**config.mk**
```make
export PLATFORM = sky130hd
export DESIGN_NAME = hpm_tree_detector_flat
export DESIGN_NICKNAME = d
export VERILOG_FILES = /design/src/rtl/hpm_tree_detector_if.sv /design/src/rtl/hpm_tree_detector.sv /design/src/flat_wrapper.sv
export SDC_FILE = /design/constraint.sdc
export NUM_CORES = 1
export LEC_CHECK = 0
export BUFFER_PORTS_ARGS = -buffer_cell sky130_fd_sc_hd__clkbuf_2
export CORE_ASPECT_RATIO = 1.4
export CORE_MARGIN = 3
export CORE_UTILIZATION = 45
export DETAILED_ROUTE_END_ITERATION = 8
export GPL_ROUTABILITY_DRIVEN = 0
export PLACE_DENSITY = 0.72
export SETUP_SLACK_MARGIN = 0.05
export SYNTH_ARGS = -nofsm -noshare
export SYNTH_HDL_FRONTEND = slang
export SYNTH_SLANG_ARGS = --single-unit
```
**constraint.sdc**
```tcl
create_clock -name clk_h -period 6 [get_ports clk_h]
set_input_delay 0 -clock clk_h [delete_from_list [all_inputs] [get_ports clk_h]]
set_output_delay 0 -clock clk_h [all_outputs]
set_load 0.01 [all_outputs]
```
**src/rtl/hpm_tree_detector_if.sv**
```systemverilog
// Bus between the HPM bank / config master and the tree detector.
// The master drives counters, start and node-table writes; the slave returns status.
interface hpm_tree_detector_if #(
  parameter int NUM_HPM = 4,
  parameter int HPM_W   = 64,
  parameter int DEPTH   = 3,
  parameter int CLASS_W = 2
);
  localparam int NUM_NODES = (1 << DEPTH) - 1;
  localparam int ADDR_W    = (NUM_NODES > 1) ? $clog2(NUM_NODES) : 1;
  localparam int SEL_W     = $clog2(NUM_HPM);

  logic [NUM_HPM*HPM_W-1:0] hpm;
  logic                     start;
  logic                     busy;
  logic                     done;
  logic [CLASS_W-1:0]       alert;
  logic [31:0]              attack_count;
  logic                     clr_count;
  logic                     cfg_we;
  logic [ADDR_W-1:0]        cfg_addr;
  logic [SEL_W-1:0]         cfg_sel;
  logic [HPM_W-1:0]         cfg_thr;
  logic                     cfg_leaf;
  logic [CLASS_W-1:0]       cfg_class;
  logic                     cfg_ready;

  modport master (
    output hpm, start, clr_count, cfg_we, cfg_addr, cfg_sel, cfg_thr, cfg_leaf, cfg_class,
    input  busy, done, alert, attack_count, cfg_ready
  );

  modport slave (
    input  hpm, start, clr_count, cfg_we, cfg_addr, cfg_sel, cfg_thr, cfg_leaf, cfg_class,
    output busy, done, alert, attack_count, cfg_ready
  );
endinterface

```
**src/rtl/hpm_tree_detector.sv**
```systemverilog
// Classifies an HPM snapshot by walking a programmable decision tree, one node per clock.
// Optional DIWALL_HPM_DELTA_EN: features become counter growth since the previous snapshot.
module hpm_tree_detector #(
  parameter int NUM_HPM = 4,
  parameter int HPM_W   = 64,
  parameter int DEPTH   = 3,
  parameter int CLASS_W = 2
) (
  input logic               clk_h,
  input logic               rst_h,
  hpm_tree_detector_if.slave bus
);
  localparam int NUM_NODES = (1 << DEPTH) - 1;
  localparam int ADDR_W    = (NUM_NODES > 1) ? $clog2(NUM_NODES) : 1;
  localparam int SEL_W     = $clog2(NUM_HPM);

  typedef enum logic {IDLE = 1'b0, WALK = 1'b1} state_e;

  state_e                   state_q;
  logic [ADDR_W-1:0]        node_q;
  logic [ADDR_W-1:0]        depth_q;
  logic [NUM_HPM*HPM_W-1:0] snap_q;
`ifdef DIWALL_HPM_DELTA_EN
  logic [NUM_HPM*HPM_W-1:0] prev_q;
`endif
  logic                     done_q;
  logic [CLASS_W-1:0]       alert_q;
  logic [31:0]              count_q;

  logic [SEL_W-1:0]   sel_q   [NUM_NODES];
  logic [HPM_W-1:0]   thr_q   [NUM_NODES];
  logic               leaf_q  [NUM_NODES];
  logic [CLASS_W-1:0] class_q [NUM_NODES];

  logic [HPM_W-1:0]  feat_d;
  logic [ADDR_W-1:0] node_d;
  logic              resolve_d;
  logic              attack_d;

  // NOTE: every always_comb output gets a default first, so no path can infer a latch.
  always_comb begin
    feat_d = '0;
    // A selector with no matching counter leaves the feature at 0.
    for (int k = 0; k < NUM_HPM; k++) begin
      if (sel_q[node_q] == SEL_W'(k)) begin
`ifdef DIWALL_HPM_DELTA_EN
        feat_d = snap_q[k*HPM_W +: HPM_W] - prev_q[k*HPM_W +: HPM_W];
`else
        feat_d = snap_q[k*HPM_W +: HPM_W];
`endif
      end
    end
    resolve_d = leaf_q[node_q] || (depth_q == ADDR_W'(DEPTH - 1));
    attack_d  = resolve_d && (class_q[node_q] != '0);
    node_d    = (node_q << 1) + ((feat_d <= thr_q[node_q]) ? ADDR_W'(1) : ADDR_W'(2));
  end

  // NOTE: sequential state uses non-blocking assignments so all registers update together.
  always_ff @(posedge clk_h or negedge rst_h) begin
    if (!rst_h) begin
      state_q <= IDLE;
      node_q  <= '0;
      depth_q <= '0;
      snap_q  <= '0;
`ifdef DIWALL_HPM_DELTA_EN
      prev_q  <= '0;
`endif
      done_q  <= 1'b0;
      alert_q <= '0;
      count_q <= '0;
    end else begin
      done_q <= 1'b0;
      case (state_q)
        IDLE: begin
          if (bus.start) begin
            snap_q  <= bus.hpm;
`ifdef DIWALL_HPM_DELTA_EN
            prev_q  <= snap_q;
`endif
            node_q  <= '0;
            depth_q <= '0;
            state_q <= WALK;
          end
        end
        WALK: begin
          if (resolve_d) begin
            alert_q <= class_q[node_q];
            done_q  <= 1'b1;
            state_q <= IDLE;
          end else begin
            node_q  <= node_d;
            depth_q <= depth_q + ADDR_W'(1);
          end
        end
        default: state_q <= IDLE;
      endcase

      // Clear beats a simultaneous increment; the count sticks at all-ones.
      if (bus.clr_count) begin
        count_q <= '0;
      end else if ((state_q == WALK) && attack_d && (count_q != '1)) begin
        count_q <= count_q + 32'd1;
      end
    end
  end

  // NOTE: the node table is reset explicitly because an unprogrammed tree must classify as 0.
  always_ff @(posedge clk_h or negedge rst_h) begin
    if (!rst_h) begin
      for (int i = 0; i < NUM_NODES; i++) begin
        sel_q[i]   <= '0;
        thr_q[i]   <= '0;
        leaf_q[i]  <= 1'b1;
        class_q[i] <= '0;
      end
    end else if (bus.cfg_we && (state_q == IDLE) && (bus.cfg_addr < ADDR_W'(NUM_NODES))) begin
      sel_q[bus.cfg_addr]   <= bus.cfg_sel;
      thr_q[bus.cfg_addr]   <= bus.cfg_thr;
      leaf_q[bus.cfg_addr]  <= bus.cfg_leaf;
      class_q[bus.cfg_addr] <= bus.cfg_class;
    end
  end

  assign bus.busy         = (state_q == WALK);
  assign bus.cfg_ready    = (state_q == IDLE);
  assign bus.done         = done_q;
  assign bus.alert        = alert_q;
  assign bus.attack_count = count_q;
endmodule

```
**src/flat_wrapper.sv**
```systemverilog
// flat-port wrapper written by rule: the top's interface ports become plain ports
module hpm_tree_detector_flat 
#(
  parameter int NUM_HPM = 4,
  parameter int HPM_W   = 64,
  parameter int DEPTH   = 3,
  parameter int CLASS_W = 2
)
  (clk_h, rst_h, bus_hpm, bus_start, bus_clr_count, bus_cfg_we, bus_cfg_addr, bus_cfg_sel, bus_cfg_thr, bus_cfg_leaf, bus_cfg_class, bus_busy, bus_done, bus_alert, bus_attack_count, bus_cfg_ready);
  hpm_tree_detector_if #(.NUM_HPM(NUM_HPM), .HPM_W(HPM_W), .DEPTH(DEPTH), .CLASS_W(CLASS_W)) bus_i ();
  input logic clk_h;
  input logic rst_h;
  input wire logic [$bits(bus_i.hpm)-1:0] bus_hpm;
  input wire logic [$bits(bus_i.start)-1:0] bus_start;
  input wire logic [$bits(bus_i.clr_count)-1:0] bus_clr_count;
  input wire logic [$bits(bus_i.cfg_we)-1:0] bus_cfg_we;
  input wire logic [$bits(bus_i.cfg_addr)-1:0] bus_cfg_addr;
  input wire logic [$bits(bus_i.cfg_sel)-1:0] bus_cfg_sel;
  input wire logic [$bits(bus_i.cfg_thr)-1:0] bus_cfg_thr;
  input wire logic [$bits(bus_i.cfg_leaf)-1:0] bus_cfg_leaf;
  input wire logic [$bits(bus_i.cfg_class)-1:0] bus_cfg_class;
  output wire logic [$bits(bus_i.busy)-1:0] bus_busy;
  output wire logic [$bits(bus_i.done)-1:0] bus_done;
  output wire logic [$bits(bus_i.alert)-1:0] bus_alert;
  output wire logic [$bits(bus_i.attack_count)-1:0] bus_attack_count;
  output wire logic [$bits(bus_i.cfg_ready)-1:0] bus_cfg_ready;
  assign bus_i.hpm = bus_hpm;
  assign bus_i.start = bus_start;
  assign bus_i.clr_count = bus_clr_count;
  assign bus_i.cfg_we = bus_cfg_we;
  assign bus_i.cfg_addr = bus_cfg_addr;
  assign bus_i.cfg_sel = bus_cfg_sel;
  assign bus_i.cfg_thr = bus_cfg_thr;
  assign bus_i.cfg_leaf = bus_cfg_leaf;
  assign bus_i.cfg_class = bus_cfg_class;
  assign bus_busy = bus_i.busy;
  assign bus_done = bus_i.done;
  assign bus_alert = bus_i.alert;
  assign bus_attack_count = bus_i.attack_count;
  assign bus_cfg_ready = bus_i.cfg_ready;
  hpm_tree_detector #(.NUM_HPM(NUM_HPM), .HPM_W(HPM_W), .DEPTH(DEPTH), .CLASS_W(CLASS_W)) u_core (.clk_h(clk_h), .rst_h(rst_h), .bus(bus_i));
endmodule
```
==> results of run 1 <==
logic make-up after synthesis:
| group | Yosys count |
|---|---|
| compound gates | 191 |
| xor+xnor | 32 |
| fa+ha+maj | 68 |
| buf+inv | 193 |
| flops | 781 |
| mux | 692 |
| simple gates | 1022 |
cell usage in the layout, fill, tap and decap left out, types with 4 or more instances in the layout:
cell type and instances:
nand4_1 25, xor2_1 11, nor2b_1 6, a21oi_1 26, clkbuf_1 14, buf_12 8
buf_4 29, dlygate4sd3_1 332, bufinv_16 5, mux4_2 133, clkbuf_16 80, nand3_1 23
and3_1 4, mux2i_1 67, clkbuf_2 368, nor4_1 10, ha_1 68, clkbuf_8 23
nor3_1 16, o21ai_0 83, dfrtp_1 771, nand2_1 868, clkinv_2 13, diode_2 10
and4_1 6, o211ai_1 66, mux2_2 491, a211oi_1 4, inv_1 12, nor2_1 47
dfstp_2 7, xnor2_1 21
how the worst max path moves through the flow:
stage,slack [ns],from,endpoint,cells after the start
final,0.66,u_core.node_q[0]$_DFFE_PN0P_,u_core.node_q[2]$_DFFE_PN0P_,15
after global routing,0.29,u_core.node_q[0]$_DFFE_PN0P_,u_core.node_q[2]$_DFFE_PN0P_,15
after CTS,0.59,u_core.node_q[0]$_DFFE_PN0P_,u_core.node_q[2]$_DFFE_PN0P_,15
after detailed placement,0.60,u_core.node_q[0]$_DFFE_PN0P_,u_core.node_q[2]$_DFFE_PN0P_,15
after global placement,0.60,u_core.node_q[0]$_DFFE_PN0P_,u_core.node_q[2]$_DFFE_PN0P_,15
after floorplan,1.90,u_core.node_q[0]$_DFFE_PN0P_,u_core.node_q[2]$_DFFE_PN0P_,16
state kept, by name, indices dropped and copies added, names as in the netlist:
name	cells
u_core.leaf_q	7
u_core.snap_q	256
u_core.bus.attack_count	32
u_core.class_q	14
u_core.depth_q	3
u_core.sel_q	14
u_core.bus.alert	2
u_core.thr_q	448
u_core.bus.busy	1
u_core.bus.done	1
u_core.node_q	3
layout make-up:
type / count / area [sq um]
sequential: 781 / 19600
clock buffer: 117 / 2370
timing repair buffer: 738 / 5560
clock inverter: 26 / 292
fill: 6305 / 34300
multi-input combinational: 2005 / 15600
inverter: 12 / 45.0
antenna: 10 / 25.0
tap: 1054 / 1320
worst reg2reg max path, delay by kind of cell (launching register included):
kind	cells	cell delay, ns
buffers and inverters	2	0.45
xor gates and xnor gates	1	0.12
and+or+nand+nor	3	0.45
DFF	1	0.58
adders and majority gates	2	0.55
AOI/OAI and AO/OA	5	1.95
muxes	2	1.18
stage by stage:
step | cell area, sq um | util (%) | total power (uW)
finish | 44800 | 56.7 | 24000
global route | 44800 | 56.7 | 25500
floorplan | 35900 | - | 15800
detailed placement | 38800 | 49.1 | 18600
CTS | 44800 | 56.7 | 23900
global placement | 38800 | 49.1 | 18200
power groups by stage:
stage	Combinational, uW	Sequential [uW]	Clock [uW]
2_1_floorplan	7110	8670	0
3_3_place_gp	9020	9180	0
3_5_place_dp	9340	9280	0
4_1_cts	9590	9200	5130
5_1_grt	10600	9520	5350
6_report	9630	9270	5050
layer usage:
layer / vias up / GRT usage (%)
li1: 11700 / -
met5: - / 0
met1: 13600 / 32.7
met2: 1082 / 41.2
met4: 4 / 10.5
met3: 231 / 4.13
==> results.cfg, run 1 <==
[synth]
ys_top_cells_by_area = dfrtp_1 54%, mux2_2 15%, nand2_1 9.1%
synthAdderAreaFrac_pct = 2.37
synth_cells = 2979
yosysTopAreaCellShare_pct = 53.9
synth_seq_cells = 781
synth_mux_area_share_pct = 25.6
postSynth.asyncResetShare_pct = 100
synth_flop_cell = dfrtp_1
synth_edf_count = 0
yosysWarnings = 0
synth_nets = 3380
synth_area_per_cell_sq_um = 12.1
synth_compound_area_share_pct = 3.26
synth_seq_area_share_pct = 54.4
synth_top_area_cell = dfrtp_1
synthesis.area_sq_mm = 0.0359
synth_xor_area_share_pct = 0.780
yosysUniqueCellTypes = 42
synthTopCellsByCount = 870 x nand2_1, 774 x dfrtp_1, 491 x mux2_2
synth_top_family_by_area = multiplexers
synth-simple-area-share_pct = 11.3
yosysMostFrequentCell = nand2_1

[setup_path]
crit_type = reg2reg
max_stage_delay_ns = 0.88
r2r-start = u_core.node_q[0]$_DFFE_PN0P_
cpLargestDelayFamily = compound AO/OA/AOI/OAI gates
critPathMaxFanout = 21
arrival_ns = 5.89
r2r_cells = 15
cp_num_buf_inv = 2
timing.rr.end = u_core.node_q[2]$_DFFE_PN0P_
crit_slowest_cell = o21ai_4
worstSetupEndpointType = flip-flop
start_kind = flip-flop
path_cells = mux4_2 -> o21ai_4 -> buf_12 -> mux4_2 -> ha_1 -> nand4_1 -> nor4_1 -> buf_4 -> and3_1 -> a21o_1 -> a221oi_1 -> a31oi_1 -> ha_1 -> xnor2_1 -> o21ai_0
worstPathRequired_ns = 6.54
r2r_slack_ns = 0.66

[final_layout]
layout.cells.non_filler = 4743
drive_above_1_share_pct = 32.0
syn_to_final_growth_pct = 24.7
nets = 4018

[sta]
finalHoldViolCount = 0
post-route-period-util_pct = 89.1
fmax_mhz = 187
whs_ns = 0.0223
drv_slew = 0
rsz0062_at_grt = no
setup_slack_ns = 0.657
relSlewSlack_pct = 24.2
tns_ns = 0
finClkSkew_ns = 0.0305
finalSetupViolCount = 0
worst_pin_slew_ns = 1.13
fin_crit_ns = 5.34

[drt]
wl_met3_mm = 6.36
drc_errors = 0
wl_per_cell_um = 21.8
highest_layer = met5
num_vias = 26500
first_pass_iters = 5
ant_nets = 0
wl_met2_mm = 50.7
wl_met1_mm = 42.4
routed_wl_mm = 103
drt-vias-per-instance = 5.60
drt-initial-drc-count = 1966

[clock_tree]
cts_resized = 0
clk_pin_slew_ns = 0.06
clk_latency_ns = 0.63
htree_levels = 3
holdBufCountCts = 332
cts_tree = done
clk_root_buffer_cell = clkbuf_16
clk_path_buf_depth = 3
post_cts_buffers = 0
numCtsBuffers = 79
cts_sinks = 781

[global_routing]
grt_pass1_wl_mm = 162
antenna_found_initial = 12
grt_overflow = 0
track_usage_pct = 24.9
grt_max_degree = 180
grt_pass1_vias = 28000

[power]
ir_drop_uv = 283
leakage_uw = 0.0208
power.net_switching_uw = 8420
pwr-share-comb_pct = 40.2
switching_share_pct = 35.2
power_frac_clock_pct = 21.1
powerDensity_mw_per_mm2 = 534
p_int_uw = 15500
p_seq_share_pct = 38.7

[place]
dpl.hpwl_mm = 63.2
io_buffers = 369
dp.cells = 4258
dp_slack_ns = 0.600

[die]
coreArea_sq_mm = 0.0791
placement_rows = 122
start_util_pct = 45.4
die_h_um = 340
ios = 370
die-width_um = 245
die-area_sq_mm = 0.0833

[flow_run]
cap_violations = 0

[min_path]
min_path_type = in2async

[run_status]
run_status = finished, final reports clean
Note: power is estimated with default switching activity, not from simulation.
==> inputs of run 2 (changes only) <==
Settings changed: BUFFER_PORTS_ARGS -buffer_cell sky130_fd_sc_hd__clkbuf_2 to -buffer_cell sky130_fd_sc_hd__buf_2, CORE_MARGIN 3 to not set.
==> run 2 against run 1 <==
Compared with the run above:
- the run now ends with negative hold slack left
- sequential share of layout area decreased by 0.071 points
- routed wire length up 0.42%
- final cell count about the same
- power increased by 0.55%
- critical endpoint unchanged
- global-route usage grew 1.2 points
- setup slack worse by 0.081 ns
- non-clock buffer count is 4 higher
- cell area up 0.16%
- first-iteration DRC count increased by 0.20%
- clock power up 3%
- sequential power increased by 0.8%
==> results.cfg, run 2 (synthesis gave the netlist of run 1 again) <==
[setup_path]
cpLargestDelayFamily = compound AO/OA/AOI/OAI gates
r2r_slack_ns = 0.58
r2r-start = u_core.node_q[0]$_DFFE_PN0P_
worstSetupEndpointType = flip-flop
max_stage_delay_ns = 0.81
cp_num_buf_inv = 0
worstPathRequired_ns = 6.49
start_kind = flip-flop
crit_type = reg2reg
arrival_ns = 5.92
critPathMaxFanout = 21
timing.rr.end = u_core.node_q[2]$_DFFE_PN0P_
r2r_cells = 13
path_cells = mux4_2 -> o21ai_4 -> mux4_2 -> ha_1 -> nand4_1 -> nor4_1 -> and3_1 -> a21o_1 -> a221oi_1 -> a31oi_1 -> ha_1 -> xnor2_1 -> o21ai_0
crit_slowest_cell = o21ai_4

[clock_tree]
htree_levels = 3
post_cts_buffers = 0
numCtsBuffers = 77
clk_root_buffer_cell = clkbuf_16
cts_tree = done
clk_path_buf_depth = 3
clk_latency_ns = 0.64
cts_sinks = 781
clk_pin_slew_ns = 0.06

[power]
finalPower_uw = 24100
leakage_uw = 0.0208
powerDensity_mw_per_mm2 = 536
ir_drop_uv = 320

[sta]
finalSetupViolCount = 0
fin_crit_ns = 5.42
whs_ns = -0.00974
fmax_mhz = 184
tns_ns = 0
finClkSkew_ns = 0.0211
finalHoldViolCount = 2
relSlewSlack_pct = 30.1
worst_pin_slew_ns = 1.04
post-route-period-util_pct = 90.4
rsz0062_at_grt = no
drv_slew = 0

[drt]
drt-vias-per-instance = 5.61
drc_errors = 0
ant_nets = 0
drt-initial-drc-count = 1970
routed_wl_mm = 104
wl_per_cell_um = 21.9
num_vias = 26600
first_pass_iters = 7

[final_layout]
layout_common_cells = 868 x nand2_1, 771 x dfrtp_1, 491 x mux2_2, 368 x buf_2, 334 x dlygate4sd3_1
regMostFlops = u_core.thr_q
final_util_pct = 56.8
layout.cells.most_common = nand2_1
drive_above_1_share_pct = 32.1
largest_register_ffs = 448
syn_to_final_growth_pct = 24.9
nets = 4020

[die]
die_h_um = 336
die-area_sq_mm = 0.0810
ios = 370
die-width_um = 241
coreArea_sq_mm = 0.0791
placement_rows = 122
start_util_pct = 45.4

[global_routing]
track_usage_pct = 26.1
grt_pass1_vias = 27800
grt_overflow = 0
grt_pass1_wl_mm = 162
antenna_found_initial = 7
grt_max_degree = 178

[run_status]
run_status = finished, violations left
violations = negative hold slack

[place]
dpl.hpwl_mm = 63.5
io_buffers = 369

[flow_run]
cap_violations = 0

[min_path]
min_path_type = in2async
## run 2: changes by cell type in the layout (fill, tap and decap cells not counted), moves of 3 or more
cell,previous run,this run
inv_16,0,4
buf_4,29,32
buf_2,0,368
bufinv_16,5,9
clkbuf_2,368,0
clkbuf_8,23,17
diode_2,10,5
## run 2: area by class of cell
class / count / area [sq um]
diodes: 5 / 12.5
clock buffers: 108 / 2260
clock inverters: 33 / 469
fillers: 6288 / 34200
inverters: 12 / 45.0
multi-input cells: 2005 / 15600
flip-flops and latches: 781 / 19600
well taps: 1054 / 1320
repair buffers: 742 / 5580
## run 2: worst max-delay path by stage
stage	end	start	depth (start not counted)
global route	u_core.node_q[2]$_DFFE_PN0P_	u_core.node_q[0]$_DFFE_PN0P_	14
floorplan	u_core.node_q[2]$_DFFE_PN0P_	u_core.node_q[0]$_DFFE_PN0P_	16
CTS	u_core.node_q[2]$_DFFE_PN0P_	u_core.node_q[0]$_DFFE_PN0P_	13
finish	u_core.node_q[2]$_DFFE_PN0P_	u_core.node_q[0]$_DFFE_PN0P_	13
detailed placement	u_core.node_q[2]$_DFFE_PN0P_	u_core.node_q[0]$_DFFE_PN0P_	13
global placement	u_core.node_q[1]$_DFFE_PN0P_	u_core.node_q[0]$_DFFE_PN0P_	14
## run 2: power breakdown
group	switching (uW)	internal, uW
combinational	4760	4790
clock	2140	3050
sequential	1560	7780
## run 2: repair_timing
item                                    CTS  global route
gates resized for setup                   0             0
endpoints found under the hold margin   869             0
hold buffers                            334             0
endpoints found under the setup margin    0             0
## run 2: metrics by stage
step / setup slack (ns) / hold WS, ns / instances / instance area [sq um]
3_5_place_dp: 0.588 / 0.133 / 4260 / 38800
6_report: 0.576 / -0.00974 / 4740 / 44900
3_3_place_gp: 0.620 / 0.124 / 4260 / 38800
4_1_cts: 0.552 / 0.00367 / 4735 / 44900
5_1_grt: 0.292 / 0.0784 / 4740 / 44900
2_1_floorplan: 1.90 / -0.296 / 2979 / 35900
## run 2: per-layer routing
| metal | up-vias | GRT usage, % | wire length (um) | part of all wire [%] |
|---|---|---|---|---|
| met4 | 0 | 10.8 | 4140 | 4.0 |
| li1 | 11700 | - | - | - |
| met1 | 13500 | 34.4 | 42700 | 41 |
| met5 | - | 0 | 0 | 0 |
| met2 | 1157 | 43.5 | 51200 | 49 |
| met3 | 254 | 3.47 | 5870 | 5.6 |
==> inputs of run 3 (changes only) <==
==> constraint.sdc (replaced) <==
create_clock -name clk_h -period 6.4 [get_ports clk_h]
set_input_delay 1.28 -clock clk_h [delete_from_list [all_inputs] [get_ports clk_h]]
set_output_delay 1.28 -clock clk_h [all_outputs]
set_load 0.01 [all_outputs]
==> run 3 against run 2 <==
Compared with the run above:
- the flow now finishes without violations
- sequential power fell by 7.6%
- critical path depth increased by 5
- non-clock buffer count is 331 lower
- clock power is 6.9% lower
- critical path type unchanged
- largest cell class unchanged
- largest power group unchanged
==> results.cfg, run 3 (synthesis gave the netlist of run 1 again) <==
[drt]
first_pass_iters = 5
routed_wl_mm = 95.0
wl_per_cell_um = 21.5
num_vias = 24500
drt-vias-per-instance = 5.55
drt-initial-drc-count = 1556
ant_nets = 0
drc_errors = 0

[die]
placement_rows = 122
ios = 370
die_h_um = 336
die-width_um = 241
start_util_pct = 45.4
coreArea_sq_mm = 0.0791
die-area_sq_mm = 0.0810

[clock_tree]
cts_sinks = 781
clk_root_buffer_cell = clkbuf_16
htree_levels = 3
clk_path_buf_depth = 3
numCtsBuffers = 78
cts_tree = done
holdBufCountCts = 0
post_cts_buffers = 0
clk_pin_slew_ns = 0.06
cts_resized = 0
clk_latency_ns = 0.63

[sta]
finClkSkew_ns = 0.0259
finalSetupViolCount = 0
fmax_mhz = 178
whs_ns = 0.469
rsz0062_at_grt = no
relSlewSlack_pct = 27.4
drv_slew = 0
finalHoldViolCount = 0
worst_pin_slew_ns = 1.09
post-route-period-util_pct = 87.7
fin_crit_ns = 5.61
tns_ns = 0

[final_layout]
syn_to_final_growth_pct = 15.7
final_util_pct = 52.6
nets = 3690
final_cell_area_sq_mm = 0.0416
fillers = 6910
layout.cells.most_common = nand2_1
regMostFlops = u_core.thr_q
drive_above_1_share_pct = 35.2
layout_common_cells = 868 x nand2_1, 771 x dfrtp_1, 491 x mux2_2, 368 x buf_2, 133 x mux4_2
largest_register_ffs = 448

[flow_run]
cap_violations = 0

[place]
dpl-instance-area_sq_mm = 0.0388
dpl.hpwl_mm = 63.5
io_buffers = 369

[power]
pwr-share-comb_pct = 39.6
ir_drop_uv = 290
p_int_uw = 14500
p_seq_share_pct = 38.8
powerDensity_mw_per_mm2 = 536
power.net_switching_uw = 7780
power_frac_clock_pct = 21.7
switching_share_pct = 34.9
leakage_uw = 0.0194

[global_routing]
grt_pass1_wl_mm = 148
grt_max_degree = 180
track_usage_pct = 23.9
antenna_found_initial = 28
grt_overflow = 0
grt_pass1_vias = 25200

[setup_path]
worstSetupEndpointType = flip-flop
arrival_ns = 6.10
r2r_slack_ns = 0.79
r2r_cells = 18
worstPathRequired_ns = 6.89
start_kind = flip-flop
crit_type = reg2reg
critPathMaxFanout = 37

[min_path]
min_path_type = reg2reg
holdPathStages = 2

[run_status]
run_status = finished, final reports clean
run 3: changes by cell type in the layout (fill, tap and decap cells not counted), sizes merged, moves of 3 or more:
| cell | previous run | this run |
|---|---|---|
| buf | 408 | 411 |
| clkbuf | 108 | 115 |
| clkinv | 16 | 12 |
| diode | 5 | 11 |
| dlygate4sd3 | 334 | 0 |
run 3: layout make-up:
type	instances	area [sq um]	area share, %
diodes	11	27.5	0.0662
clock buffers	115	2330	5.62
clock inverters	26	377	0.906
inverters	12	45.0	0.108
multi-input cells	2005	15600	37.6
flip-flops and latches	781	19600	47.1
well taps	1054	1320	3.17
repair buffers	411	2260	5.44
run 3: worst max-delay path, stage by stage, from the launching register on:
cell and delay (ns):
dfrtp_4 0.45, buf_4 0.53, nor2b_4 0.23, nand2_1 0.12
o211ai_1 0.15, o21ai_4 0.38, buf_4 0.49, buf_4 0.32
mux4_2 0.40, ha_1 0.32, nand4_1 0.14, nor4_1 0.65
and3_1 0.37, a21o_1 0.14, a221oi_1 0.11, a31oi_1 0.26
ha_1 0.19, xnor2_1 0.11, o21ai_0 0.08
run 3: final timing paths:
check / start / endpoint
min in group asynchronous: rst_h / u_core.thr_q[435]$_DFFE_PN0P_
worst max-delay path: u_core.node_q[0]$_DFFE_PN0P_ / u_core.node_q[2]$_DFFE_PN0P_
max in group asynchronous: rst_h / u_core.snap_q[85]$_DFFE_PN0P_
worst min register to register: u_core.snap_q[213]$_DFFE_PN0P_ / u_core.snap_q[213]$_DFFE_PN0P_
worst min-delay path: u_core.snap_q[213]$_DFFE_PN0P_ / u_core.snap_q[213]$_DFFE_PN0P_
worst max register to register: u_core.node_q[0]$_DFFE_PN0P_ / u_core.node_q[2]$_DFFE_PN0P_
run 3: metrics by stage:
step	worst slack, ns	std cells	total power (uW)
after CTS	0.736	4404	22400
after global placement	0.883	4263	17100
after detailed placement	0.733	4263	17500
after floorplan	2.30	2979	14800
final	0.787	4415	22300
after global routing	0.471	4412	23700
run 3: layer usage:
layer  up-vias  GRT usage [%]  routed length (um)  part of all wire, %
met5         -              0                 115                 0.12
li1      11000              -                   -                    -
met2       736           39.3               46700                   49
met4        18           9.47                3170                  3.3
met1     12600           31.6               39400                   42
met3       182           4.15                5540                  5.8
run 3: power by group through the flow:
| stage | Combinational (uW) | Sequential [uW] | Clock, uW |
|---|---|---|---|
| floorplan | 6660 | 8130 | 0 |
| global placement | 8540 | 8580 | 0 |
| detailed placement | 8820 | 8680 | 0 |
| CTS | 8900 | 8610 | 4910 |
| global route | 9720 | 8890 | 5110 |
| finish | 8810 | 8630 | 4830 |
